File: src/rtl/ssram_ctrl_if.sv
// ssram_ctrl_if: request/response bus between a core and the SSRAM controller.
// Signals: data_req/we/be/addr/wdata (master->slave), data_gnt/rvalid/rdata/err (slave->master).
interface ssram_ctrl_if;
  logic        data_req;
  logic        data_we;
  logic [3:0]  data_be;
  logic [31:0] data_addr;
  logic [31:0] data_wdata;
  logic        data_gnt;
  logic        data_rvalid;
  logic [31:0] data_rdata;
  logic        data_err;
  modport master (
    output data_req, data_we, data_be, data_addr, data_wdata,
    input  data_gnt, data_rvalid, data_rdata, data_err
  );
  modport slave (
    input  data_req, data_we, data_be, data_addr, data_wdata,
    output data_gnt, data_rvalid, data_rdata, data_err
  );
endinterface

File: src/rtl/ssram_ctrl.sv
// ssram_ctrl: single-port SSRAM macro controller with read-retry on unsettled FLAG.
// Ports: CLK, rst_n (sync active-low); bus (slave side of ssram_ctrl_if);
// cfg_en/cfg_mode pass through to EN/MODE; busy; macro pins CEN, WEN, BRS, D, Q, FLAG.
module ssram_ctrl #(
  parameter int RD_LAT    = 8,
  parameter int MAX_RETRY = 2
) (
  input  logic        CLK,
  input  logic        rst_n,
  ssram_ctrl_if.slave bus,
  input  logic [11:0] cfg_en,
  input  logic        cfg_mode,
  output logic        busy,
  output logic        CEN,
  output logic        WEN,
  output logic [7:0]  BRS,
  output logic [31:0] D,
  output logic [11:0] EN,
  output logic        MODE,
  input  logic [31:0] Q,
  input  logic        FLAG
);
  typedef enum logic [1:0] {IDLE, WR, RD, RETRY} state_t;
  state_t      state, next;
  logic [3:0]  be_q;
  logic [7:0]  idx_q;
  logic [31:0] wdata_q, rdata_q;
  logic [5:0]  lat_cnt;
  logic [2:0]  retry_cnt;
  logic        rvalid_q, err_q, gnt, full_wr, retry_more;
  logic        unused_addr;
  assign unused_addr = ^{bus.data_addr[31:10], bus.data_addr[1:0]};
  assign gnt        = bus.data_req && state == IDLE;
  assign full_wr    = be_q == 4'hF;
  assign retry_more = FLAG && retry_cnt < 3'(MAX_RETRY);
  assign bus.data_gnt    = gnt;
  assign bus.data_rvalid = rvalid_q;
  assign bus.data_rdata  = rdata_q;
  assign bus.data_err    = err_q;
  assign busy = state != IDLE;
  assign CEN  = !(state == RD || (state == WR && full_wr));
  assign WEN  = !(state == WR && full_wr);
  assign BRS  = idx_q;
  assign D    = wdata_q;
  assign EN   = cfg_en;
  assign MODE = cfg_mode;
  always_comb begin
    next = state;
    case (state)
      IDLE:    next = gnt ? (bus.data_we ? WR : RD) : IDLE;
      WR:      next = IDLE;
      RD:      next = lat_cnt != 0 ? RD : (retry_more ? RETRY : IDLE);
      default: next = RD;
    endcase
  end
  always_ff @(posedge CLK) begin
    if (!rst_n) begin
      state     <= IDLE;
      be_q      <= '0;
      idx_q     <= '0;
      wdata_q   <= '0;
      rdata_q   <= '0;
      lat_cnt   <= '0;
      retry_cnt <= '0;
      rvalid_q  <= 1'b0;
      err_q     <= 1'b0;
    end else begin
      state    <= next;
      rvalid_q <= 1'b0;
      case (state)
        IDLE: if (gnt) begin
          be_q      <= bus.data_be;
          idx_q     <= bus.data_addr[9:2];
          wdata_q   <= bus.data_wdata;
          retry_cnt <= '0;
          lat_cnt   <= 6'(RD_LAT - 1);
        end
        WR: begin
          rvalid_q <= 1'b1;
          err_q    <= !full_wr;
          rdata_q  <= '0;
        end
        RD: if (lat_cnt != 0) lat_cnt <= lat_cnt - 6'd1;
          else if (retry_more) retry_cnt <= retry_cnt + 3'd1;
          else begin
            rdata_q  <= Q;
            err_q    <= FLAG;
            rvalid_q <= 1'b1;
          end
        default: lat_cnt <= 6'(RD_LAT - 1);
      endcase
    end
  end
endmodule

File: src/flat_wrapper.sv
// flat-port wrapper written by rule: the top's interface ports become plain ports
module ssram_ctrl_flat 
#(
  parameter int RD_LAT    = 8,
  parameter int MAX_RETRY = 2
)
  (CLK, rst_n, cfg_en, cfg_mode, busy, CEN, WEN, BRS, D, EN, MODE, Q, FLAG, bus_data_req, bus_data_we, bus_data_be, bus_data_addr, bus_data_wdata, bus_data_gnt, bus_data_rvalid, bus_data_rdata, bus_data_err);
  ssram_ctrl_if bus_i ();
  input  logic CLK;
  input  logic rst_n;
  input  logic [11:0] cfg_en;
  input  logic cfg_mode;
  output logic busy;
  output logic CEN;
  output logic WEN;
  output logic [7:0] BRS;
  output logic [31:0] D;
  output logic [11:0] EN;
  output logic MODE;
  input  logic [31:0] Q;
  input  logic FLAG;
  input wire logic [$bits(bus_i.data_req)-1:0] bus_data_req;
  input wire logic [$bits(bus_i.data_we)-1:0] bus_data_we;
  input wire logic [$bits(bus_i.data_be)-1:0] bus_data_be;
  input wire logic [$bits(bus_i.data_addr)-1:0] bus_data_addr;
  input wire logic [$bits(bus_i.data_wdata)-1:0] bus_data_wdata;
  output wire logic [$bits(bus_i.data_gnt)-1:0] bus_data_gnt;
  output wire logic [$bits(bus_i.data_rvalid)-1:0] bus_data_rvalid;
  output wire logic [$bits(bus_i.data_rdata)-1:0] bus_data_rdata;
  output wire logic [$bits(bus_i.data_err)-1:0] bus_data_err;
  assign bus_i.data_req = bus_data_req;
  assign bus_i.data_we = bus_data_we;
  assign bus_i.data_be = bus_data_be;
  assign bus_i.data_addr = bus_data_addr;
  assign bus_i.data_wdata = bus_data_wdata;
  assign bus_data_gnt = bus_i.data_gnt;
  assign bus_data_rvalid = bus_i.data_rvalid;
  assign bus_data_rdata = bus_i.data_rdata;
  assign bus_data_err = bus_i.data_err;
  ssram_ctrl #(.RD_LAT(RD_LAT), .MAX_RETRY(MAX_RETRY)) u_core (.CLK(CLK), .rst_n(rst_n), .bus(bus_i), .cfg_en(cfg_en), .cfg_mode(cfg_mode), .busy(busy), .CEN(CEN), .WEN(WEN), .BRS(BRS), .D(D), .EN(EN), .MODE(MODE), .Q(Q), .FLAG(FLAG));
endmodule
File: config.mk
export PLATFORM = sky130hd
export DESIGN_NAME = ssram_ctrl_flat
export DESIGN_NICKNAME = d
export VERILOG_FILES = /design/src/rtl/ssram_ctrl_if.sv /design/src/rtl/ssram_ctrl.sv /design/src/flat_wrapper.sv
export SDC_FILE = /design/constraint.sdc
export NUM_CORES = 1
export LEC_CHECK = 0
export BUFFER_PORTS_ARGS = -buffer_cell sky130_fd_sc_hd__buf_2
export CORE_ASPECT_RATIO = 2
export CORE_UTILIZATION = 40
export CTS_BUF_LIST = sky130_fd_sc_hd__clkbuf_8
export DETAILED_ROUTE_END_ITERATION = 7
export GPL_TIMING_DRIVEN = 0
export PLACE_DENSITY = 0.82
export SLEW_MARGIN = 10
export SYNTH_ARGS = -nofsm -noshare
export SYNTH_HDL_FRONTEND = slang
export SYNTH_SLANG_ARGS = --single-unit
File: constraint.sdc
create_clock -name CLK -period 3.4 [get_ports CLK]
set_input_delay 0.51 -clock CLK [delete_from_list [all_inputs] [get_ports CLK]]
set_output_delay 0.51 -clock CLK [all_outputs]
set_load 0.01 [all_outputs]
==> impl_metrics.py, run 1 <==
metrics = {
    "synth": {
        "seq_area_frac_synth_pct": 52.96,
        "yosysTopAreaCellShare_pct": 52.96,
        "yosys.area.top_type": "dfxtp_1",
        "ffs_latches_synth": 89,
        "synth_cells": 367,
        "synth_edf_count": 0,
        "most_common_flop_cell_mapped_by_yosys": "dfxtp_1",
        "synth.top_cells.by_area": "dfxtp_1 53%, nand2_1 10%, a22o_1 8.3%",
        "synthArstFlopShare_pct": 0,
        "syn_nets": 491,
        "netlist_area_um2": 3364,
        "post_synth_num_cell_types": 42,
        "synth.yosys.warnings": 0,
        "post_synth.cell_area_avg_um2": 9.168,
    },
    "floorplanning": {
        "die_width_um": 66.85,
        "core.rowCount": 47,
        "die_y_um": 131.7,
        "core_area_um2": 8233,
        "start_util_pct": 40.87,
        "ports_placed_on_the_boundary": 209,
        "dieArea_um2": 8804,
    },
    "sta": {
        "timing_hold_violations_final": 0,
        "final_critical_path_setup_slack_ps": 1048,
        "clock_skew_ps": 8.214,
        "maxClockFrequency_ghz": 0.4251,
        "slew_headroom_pct": 36.23,
        "timing.final.crit_share_pct": 69.18,
        "setup_tns_ps": 0,
        "grt_setup_unrepaired": "no",
        "fin_crit_period_ps": 2352,
        "report.final.setup_viol": 0,
        "final-max-slew-violation-count": 0,
        "worstMarginPinSlew_ps": 950.9,
    },
    "worst_setup_path": {
        "timing_worst_setup_path_type": "register to output pin",
        "worst_setup_path_start_kind": "register",
        "worstPathMaxFanout": 10,
        "cp.arrival_ps": 1840,
        "critical_path.endpoint_type": "output pin",
        "critical_path_required_ps": 2890,
    },
    "clock_network": {
        "tritoncts_num_sinks": 89,
        "cts_max_level": 3,
        "ctsRootBufferMaster": "clkbuf_8",
        "post_cts.resized_instances": 0,
        "post_cts_hold_buffer_count": 0,
        "clkSlewWorstSetupHoldPaths_ps": 90,
        "post-cts-setup-buffers": 0,
        "cts_tree": "built",
        "cts.path.max_buffers": 2,
        "tritoncts.num_buffers": 9,
        "worstSkewPairLatency_ps": 360,
    },
    "routing": {
        "antenna_violating_nets_post_route": 0,
        "drt_drc_violations_left": 0,
        "vias": 3237,
        "drtPass1Iterations": 4,
        "first_iter_violations": 102,
        "wirelength_routed_mm": 8.894,
        "detail_route.wl_per_cell_um": 13.66,
        "drt-vias-per-instance": 4.972,
    },
    "global_routing": {
        "grt_antenna_before_repair": 0,
        "track_usage_pct": 20.47,
        "maximum_number_of_pins_on_one_net_before_global_route_repair": 17,
        "via_count_of_the_first_global_routing_pass": 3117,
        "first_pass_grt_wire_length_mm": 13.78,
        "globalRoute.totalOverflow": 0,
    },
    "worst_hold_path": {
        "hold_path_class": "primary input to register",
    },
    "layout": {
        "nets": 672,
        "syn_to_final_growth_pct": 35.92,
        "post_route_cells_drive_above_1_share_pct": 38.70,
        "n_antenna_cell": 0,
    },
    "power": {
        "max-vdd-ir-drop_v": 0.0002484,
        "power_per_cell_area_nw_per_um2": 500.9,
        "power_leakage_nw": 2.233,
    },
    "place": {
        "port_buffers": 170,
        "setup_slack_after_placement_ps": 1187,
        "gp_congestion": 0.8273,
        "post-dp-hpwl_mm": 6.804,
    },
    "outcome": {
        "status": "finished clean",
    },
    "flow_run": {
        "drv_cap": 0,
    },
}
## worst max-delay path, stage by stage (launching register included)
cell	delay, ps
dfxtp_1	340
inv_1	90
ha_1	210
nand2_1	90
inv_2	170
buf_1	370
buf_2	220
## cell usage in the layout, fill, tap and decap left out, drive strengths merged, types with 2 or more instances in the layout
| cell | n |
|---|---|
| clkinv | 3 |
| nor3 | 8 |
| a22o | 32 |
| buf | 199 |
| o21ai | 4 |
| ha | 6 |
| nand2 | 92 |
| bufinv | 2 |
| nand3 | 2 |
| nor2 | 12 |
| nor3b | 2 |
| o211a | 2 |
| nor2b | 3 |
| dfxtp | 89 |
| nor4 | 2 |
| a21oi | 52 |
| inv | 9 |
| clkbuf | 16 |
## final timing paths
check / slack [ps] / end / startpoint / depth (start not counted)
worst max-delay path: 1050 / bus_data_gnt / u_core.state[0] / 6
worst min-delay path: 360 / u_core.bus.data_rdata[9] / Q[9] / 2
worst max register to register: 1240 / u_core.lat_cnt[1] / u_core.state[0] / 6
worst min register to register: 460 / u_core.D[19] / u_core.D[19] / 2
## layout make-up
| cell class | instances | area (um^2) |
|---|---|---|
| Buffer | 35 | 225.2 |
| Clock buffer | 10 | 137.6 |
| Clock inverter | 6 | 97.59 |
| Fill cell | 767 | 3660 |
| Inverter | 8 | 30.03 |
| Multi-Input combinational cell | 235 | 1328 |
| Sequential cell | 89 | 1782 |
| Tap cell | 98 | 122.6 |
| Timing Repair Buffer | 170 | 850.8 |
## power by group
part	total, W	leakage [nW]	switching, W	internal (W)
clock	0.000829	0.119	0.000385	0.000444
sequential	0.00112	0.726	0.0000278	0.00109
combinational	0.000340	1.39	0.000195	0.000145
total	0.00229	2.23	0.000608	0.00168
## stage by stage
stage          hold slack [ps]  cells  total power (W)  area [um^2]  util [%]
5_1_grt                  336.7    651         0.002402         4573     55.55
2_1_floorplan            432.2    367         0.001341         3364         -
3_5_place_dp             444.5    635         0.001488         4338     52.69
6_report                 355.6    651         0.002291         4573     55.55
4_1_cts                  338.0    651         0.002318         4573     55.55
3_3_place_gp             440.4    635         0.001475         4338     52.69
## routing by layer
metal  GRT usage [%]  vias to the layer above  part of all wire [%]
met1           18.65                     1462                    35
met3           6.250                       16                   8.6
met2           37.82                      148                    54
met4           11.11                        0                   2.3
met5               0                        -                     0
li1                -                     1611                     -
## cells by family (layout without fill, tap and decap cells)
family	Yosys count	count (layout)	synth area share, %
flip-flops	89	89	52.96
AO/OA/AOI/OAI	100	100	19.67
buffers and inverters	43	229	7.586
adder cells (fa/ha/maj)	6	6	2.231
AND/OR/NAND/NOR	129	129	17.55
## cells in the mapped netlist, types with 2 or more instances
library cell,number
buf_4,13
buf_1,10
buf_6,6
a21oi_1,52
nand3_1,2
a22o_1,32
nand2_1,92
o21ai_0,4
nor2b_1,3
o211a_1,2
nor3_1,6
dfxtp_1,89
ha_1,6
nor2_1,12
inv_1,6
clkbuf_1,6
## registers in the layout (all words and copies together), names as in the netlist
signal,count
u_core.bus.data_rvalid,1
u_core.BRS,8
u_core.D,32
u_core.retry_cnt,3
u_core.bus.data_err,1
u_core.be_q,4
u_core.state,2
u_core.bus.data_rdata,32
u_core.lat_cnt,6
No activity file was read; power rests on OpenSTA's default activity.
==> run 2, diff against run 1 <==
clock period = 2.3 ns   (was 3.4 ns; I/O delays follow)
==> impl_metrics.py, run 2 (same netlist as run 1, synthesis figures left out) <==
metrics = {
    "outcome": {
        "status": "finished clean",
    },
    "global_routing": {
        "first_pass_grt_wire_length_mm": 13.78,
        "track_usage_pct": 20.47,
        "grt_antenna_before_repair": 0,
        "globalRoute.totalOverflow": 0,
        "via_count_of_the_first_global_routing_pass": 3117,
        "maximum_number_of_pins_on_one_net_before_global_route_repair": 17,
    },
    "worst_setup_path": {
        "critical_path.reg2reg.endpoint": "u_core.bus.data_rdata[29]",
        "worstRegToRegCells": 7,
        "cp.arrival_ps": 2260,
        "timing.critical_path.slowest_stage_cell": "or4b_4",
        "worstReg2RegStart": "u_core.lat_cnt[0]",
        "critical_path_required_ps": 2550,
        "worstPathMaxFanout": 10,
        "worst_setup_path_endpoint": "u_core.bus.data_rdata[29]",
        "critical_path.endpoint_type": "register",
        "worst_setup_path_start_kind": "register",
        "crit_path_max_incr_delay_ps": 540,
        "path_cells": "inv_1 > ha_1 > or4b_4 > nor3_4 > nor3_2 > buf_6 > a22o_1",
        "reg_to_reg_slack_setup_ps": 290,
        "timing_worst_setup_path_type": "register to register",
        "worst_setup_path_startpoint": "u_core.lat_cnt[0]",
    },
    "layout": {
        "num-fill-cells": 767,
        "postLayoutCellArea_um2": 4576,
        "final-instance-count-excl-fill": 650,
        "most_frequent_cells_in_the_layout": "170 x buf_2, 92 x nand2_1, 89 x dfxtp_1, 52 x a21oi_1, 32 x a22o_1",
        "layout_commonest_cell": "buf_2",
        "post_route_cells_drive_above_1_share_pct": 39.13,
        "n_antenna_cell": 0,
        "syn_to_final_growth_pct": 36.00,
        "area.sequential_um2": 1782,
        "multi_input_area_um2": 1333,
        "nets": 671,
    },
    "power": {
        "share_comb_of_total_power_pct": 14.9,
        "max-vdd-ir-drop_v": 0.0003662,
        "power_leakage_nw": 2.236,
        "power_frac_seq_pct": 48.9,
        "sw_frac_of_total_pct": 26.52,
        "power_per_cell_area_nw_per_um2": 739.9,
        "power.share.clock_pct": 36.1,
        "totalPowerFinal_w": 0.003386,
        "power.switching_w": 0.0008978,
        "cellInternalPower_w": 0.002488,
    },
    "routing": {
        "vias": 3248,
        "detail_route.wl_per_cell_um": 13.68,
        "antenna_violating_nets_post_route": 0,
        "first_iter_violations": 99,
        "drtPass1Iterations": 4,
        "drt-vias-per-instance": 4.997,
        "wirelength_routed_mm": 8.890,
        "drt_drc_violations_left": 0,
    },
    "sta": {
        "grt_setup_unrepaired": "no",
        "timing.final.crit_share_pct": 87.60,
        "final_critical_path_setup_slack_ps": 285.2,
        "setup_tns_ps": 0,
        "report.final.setup_viol": 0,
        "final-max-slew-violation-count": 0,
        "fin_crit_period_ps": 2015,
        "timing_hold_violations_final": 0,
        "worstMarginPinSlew_ps": 622.5,
        "maxClockFrequency_ghz": 0.4963,
        "clock_skew_ps": 7.668,
        "slew_headroom_pct": 57.92,
    },
    "clock_network": {
        "worstSkewPairLatency_ps": 360,
        "tritoncts.num_buffers": 9,
        "clkSlewWorstSetupHoldPaths_ps": 90,
        "post_cts_hold_buffer_count": 0,
        "post-cts-setup-buffers": 0,
        "post_cts.resized_instances": 0,
        "ctsRootBufferMaster": "clkbuf_8",
        "cts.path.max_buffers": 2,
        "cts_tree": "built",
        "cts_max_level": 3,
        "tritoncts_num_sinks": 89,
    },
    "place": {
        "dp_cells": 635,
        "port_buffers": 170,
        "placement.cell_area_um2": 4338,
        "post-dp-hpwl_mm": 6.804,
        "gp_congestion": 0.8273,
        "setup_slack_after_placement_ps": 239.5,
    },
    "floorplanning": {
        "core.rowCount": 47,
        "start_util_pct": 40.87,
        "die_width_um": 66.85,
        "dieArea_um2": 8804,
        "ports_placed_on_the_boundary": 209,
        "core_area_um2": 8233,
        "die_y_um": 131.7,
    },
    "worst_hold_path": {
        "hold_path_class": "primary input to register",
    },
    "flow_run": {
        "drv_cap": 0,
    },
}
[run 2: changes by cell type in the layout (fill, tap and decap cells not counted), sizes merged]
| cell | previous run | this run |
|---|---|---|
| buf | 199 | 198 |
[run 2: how the worst min path moves through the flow]
| stage | slack [ps] | to | cells past startpoint | start |
|---|---|---|---|---|
| after global routing | 170 | u_core.bus.data_rdata[9] | 2 | Q[9] |
| after floorplan | 430 | u_core.be_q[2] | 2 | u_core.be_q[2] |
| after detailed placement | 440 | u_core.D[9] | 2 | u_core.D[9] |
| after CTS | 170 | u_core.bus.data_rdata[9] | 2 | Q[9] |
| final | 190 | u_core.bus.data_rdata[9] | 2 | Q[9] |
| after global placement | 440 | u_core.D[14] | 2 | u_core.D[14] |
[run 2: layout make-up]
cell class                      instances  area share, %
Inverter                                8         0.6563
Buffer                                 34          4.867
Multi-Input combinational cell        235          29.12
Sequential cell                        89          38.94
Clock buffer                           10          3.008
Tap cell                               98          2.680
Timing Repair Buffer                  170          18.59
Clock inverter                          6          2.133
[run 2: per-layer routing]
metal | global-route usage, % | share of wire [%] | vias to the layer above
met5 | 0 | 0 | -
met2 | 37.82 | 54 | 167
met3 | 6.250 | 8.9 | 23
met4 | 11.11 | 2.8 | 0
met1 | 18.65 | 35 | 1446
li1 | - | - | 1612
[run 2: stage by stage]
| step | hold WS [ps] | util (%) |
|---|---|---|
| after floorplan | 432.2 | - |
| after global placement | 440.4 | 52.69 |
| after detailed placement | 444.5 | 52.69 |
| after CTS | 173.0 | 55.55 |
| after global routing | 171.7 | 55.58 |
| final | 192.4 | 55.58 |
[run 2: worst max-delay path, delay by kind of cell (launching register included)]
| kind | cells | cell delay (ps) |
|---|---|---|
| adder cells (fa/ha/maj) | 1 | 200 |
| AO/OA/AOI/OAI | 1 | 240 |
| buffers and inverters | 2 | 220 |
| flip-flops | 1 | 340 |
| AND/OR/NAND/NOR | 3 | 910 |
[run 2: power groups by stage]
stage | sequential, W | combinational (W) | clock, W
after CTS | 0.00166 | 0.000509 | 0.00126
after detailed placement | 0.00169 | 0.000506 | 0
after global routing | 0.00167 | 0.000561 | 0.00132
after floorplan | 0.00172 | 0.000263 | 0
after global placement | 0.00169 | 0.000490 | 0
final | 0.00166 | 0.000505 | 0.00122
==> run 3, diff against run 2 <==
--- a/config.mk
+++ b/config.mk
@@ -11,2 +11,3 @@
 export CTS_BUF_LIST = sky130_fd_sc_hd__clkbuf_8
+export CTS_CLUSTER_DIAMETER = 80
 export DETAILED_ROUTE_END_ITERATION = 7
@@ -14,2 +15,3 @@
 export PLACE_DENSITY = 0.82
+export REMOVE_ABC_BUFFERS = 1
 export SLEW_MARGIN = 10
==> constraint.sdc (replaced) <==
create_clock -name CLK -period 2.3 [get_ports CLK]
set_input_delay 0.115 -clock CLK [delete_from_list [all_inputs] [get_ports CLK]]
set_output_delay 0.115 -clock CLK [all_outputs]
set_load 0.01 [all_outputs]
==> impl_metrics.py, run 3 (same netlist as run 1, synthesis figures left out) <==
metrics = {
    "power": {
        "power_per_cell_area_nw_per_um2": 645.5,
        "totalPowerFinal_w": 0.003277,
        "max-vdd-ir-drop_v": 0.0003641,
        "power_leakage_nw": 2.409,
    },
    "flow_run": {
        "drv_cap": 0,
    },
    "layout": {
        "final-instance-count-excl-fill": 685,
        "syn_to_final_growth_pct": 50.91,
        "nets": 706,
        "n_antenna_cell": 0,
        "most_frequent_cells_in_the_layout": "158 x buf_2, 91 x nand2_1, 89 x dfxtp_1, 74 x dlygate4sd3_1, 52 x a21oi_1",
        "layout_commonest_cell": "buf_2",
        "post_route_cells_drive_above_1_share_pct": 32.88,
    },
    "routing": {
        "detail_route.wl_per_cell_um": 15.17,
        "wirelength_routed_mm": 10.39,
        "drtPass1Iterations": 4,
        "antenna_violating_nets_post_route": 0,
        "drt_drc_violations_left": 0,
        "drt-vias-per-instance": 5.128,
        "vias": 3513,
        "first_iter_violations": 221,
    },
    "floorplanning": {
        "core.rowCount": 47,
        "dieArea_um2": 8804,
        "die_y_um": 131.7,
        "core_area_um2": 8233,
        "start_util_pct": 40.87,
        "die_width_um": 66.85,
        "ports_placed_on_the_boundary": 209,
    },
    "worst_hold_path": {
        "hold_path_class": "primary input to register",
        "timing.hold.worst_path_depth": 3,
    },
    "place": {
        "dp_cells": 590,
        "port_buffers": 158,
        "gp_congestion": 0.8533,
        "post-dp-hpwl_mm": 6.224,
    },
    "worst_setup_path": {
        "timing_worst_setup_path_type": "register to register",
        "worst_setup_path_start_kind": "register",
        "worstRegToRegCells": 7,
        "critical_path.reg2reg.endpoint": "u_core.bus.data_rdata[1]",
        "worstReg2RegStart": "u_core.lat_cnt[0]",
        "worst_setup_path_startpoint": "u_core.lat_cnt[0]",
        "reg_to_reg_slack_setup_ps": 180,
        "critical_path_required_ps": 2540,
        "cp.arrival_ps": 2370,
        "critical_path.endpoint_type": "register",
        "worst_setup_path_endpoint": "u_core.bus.data_rdata[1]",
        "worstPathMaxFanout": 26,
    },
    "sta": {
        "fin_crit_period_ps": 2124,
        "worstMarginPinSlew_ps": 728.1,
        "report.final.setup_viol": 0,
        "timing_hold_violations_final": 0,
        "maxClockFrequency_ghz": 0.4709,
        "final-max-slew-violation-count": 0,
        "clock_skew_ps": 9.711,
        "grt_setup_unrepaired": "no",
        "slew_headroom_pct": 51.40,
        "setup_tns_ps": 0,
        "timing.final.crit_share_pct": 92.33,
    },
    "global_routing": {
        "grt_antenna_before_repair": 0,
        "first_pass_grt_wire_length_mm": 15.69,
        "via_count_of_the_first_global_routing_pass": 3449,
        "maximum_number_of_pins_on_one_net_before_global_route_repair": 53,
        "globalRoute.totalOverflow": 0,
        "track_usage_pct": 23.55,
    },
    "clock_network": {
        "clkSlewWorstSetupHoldPaths_ps": 80,
        "cts.path.max_buffers": 2,
        "tritoncts.num_buffers": 9,
        "ctsRootBufferMaster": "clkbuf_8",
        "tritoncts_num_sinks": 89,
        "cts_tree": "built",
        "worstSkewPairLatency_ps": 350,
        "cts_max_level": 3,
    },
    "outcome": {
        "status": "finished clean",
    },
}
[run 3: layout make-up]
| cell class | count | area (um^2) |
|---|---|---|
| inverters | 8 | 36.28 |
| repair buffers | 239 | 1595 |
| clock inverters | 6 | 57.56 |
| fillers | 657 | 3156 |
| clock buffers | 10 | 137.6 |
| well taps | 98 | 122.6 |
| flip-flops and latches | 89 | 1782 |
| multi-input cells | 235 | 1346 |
[run 3: how the worst min path moves through the flow]
stage / start / to
final: bus_data_be[2] / u_core.be_q[2]
after global routing: bus_data_be[2] / u_core.be_q[2]
after CTS: bus_data_be[2] / u_core.be_q[2]
after detailed placement: cfg_en[5] / EN[5]
after global placement: cfg_en[5] / EN[5]
after floorplan: cfg_en[0] / EN[0]
[run 3: where the power goes]
group          switching, W  total [W]  internal [W]
Clock              0.000526    0.00105      0.000524
Sequential        0.0000428    0.00166       0.00162
Combinational      0.000301   0.000569      0.000268
Total              0.000870    0.00328       0.00241
[run 3: metal layers]
| layer | part of all wire, % | global-route usage [%] | wire length (um) | vias up |
|---|---|---|---|---|
| met5 | 0.37 | 3.750 | 38 | - |
| met4 | 4.0 | 14.30 | 416 | 2 |
| met3 | 8.5 | 9.028 | 880 | 42 |
| met2 | 52 | 40.74 | 5391 | 190 |
| met1 | 35 | 21.95 | 3662 | 1602 |
| li1 | - | - | - | 1677 |
[run 3: critical path, stage by stage, from the launching register on]
cell and delay (ps):
dfxtp_1 340, inv_1 70, ha_1 230, or4b_4 540, nor3_4 270, nor3_4 110
buf_8 220, a22o_1 240
[run 3: through the flow]
step | utilization (%) | setup WS, ps | hold slack (ps) | instance area [um^2]
2_1_floorplan | - | -162.8 | 230.0 | 3139
3_3_place_gp | 49.22 | -1293 | 230.1 | 4053
3_5_place_dp | 49.67 | -157.0 | 230.1 | 4089
4_1_cts | 61.16 | 21.81 | 0.04677 | 5035
5_1_grt | 61.67 | 72.34 | 27.96 | 5077
6_report | 61.67 | 176.4 | 23.41 | 5077
[run 3: repair_timing]
action / 4_1_cts / 5_1_grt
pin swaps: 1 / 1
setup buffers: 0 / 5
hold buffers: 74 / 0
endpoints found under the setup margin: 65 / 23
resized for setup: 3 / 1
hold endpoints to repair: 74 / 0
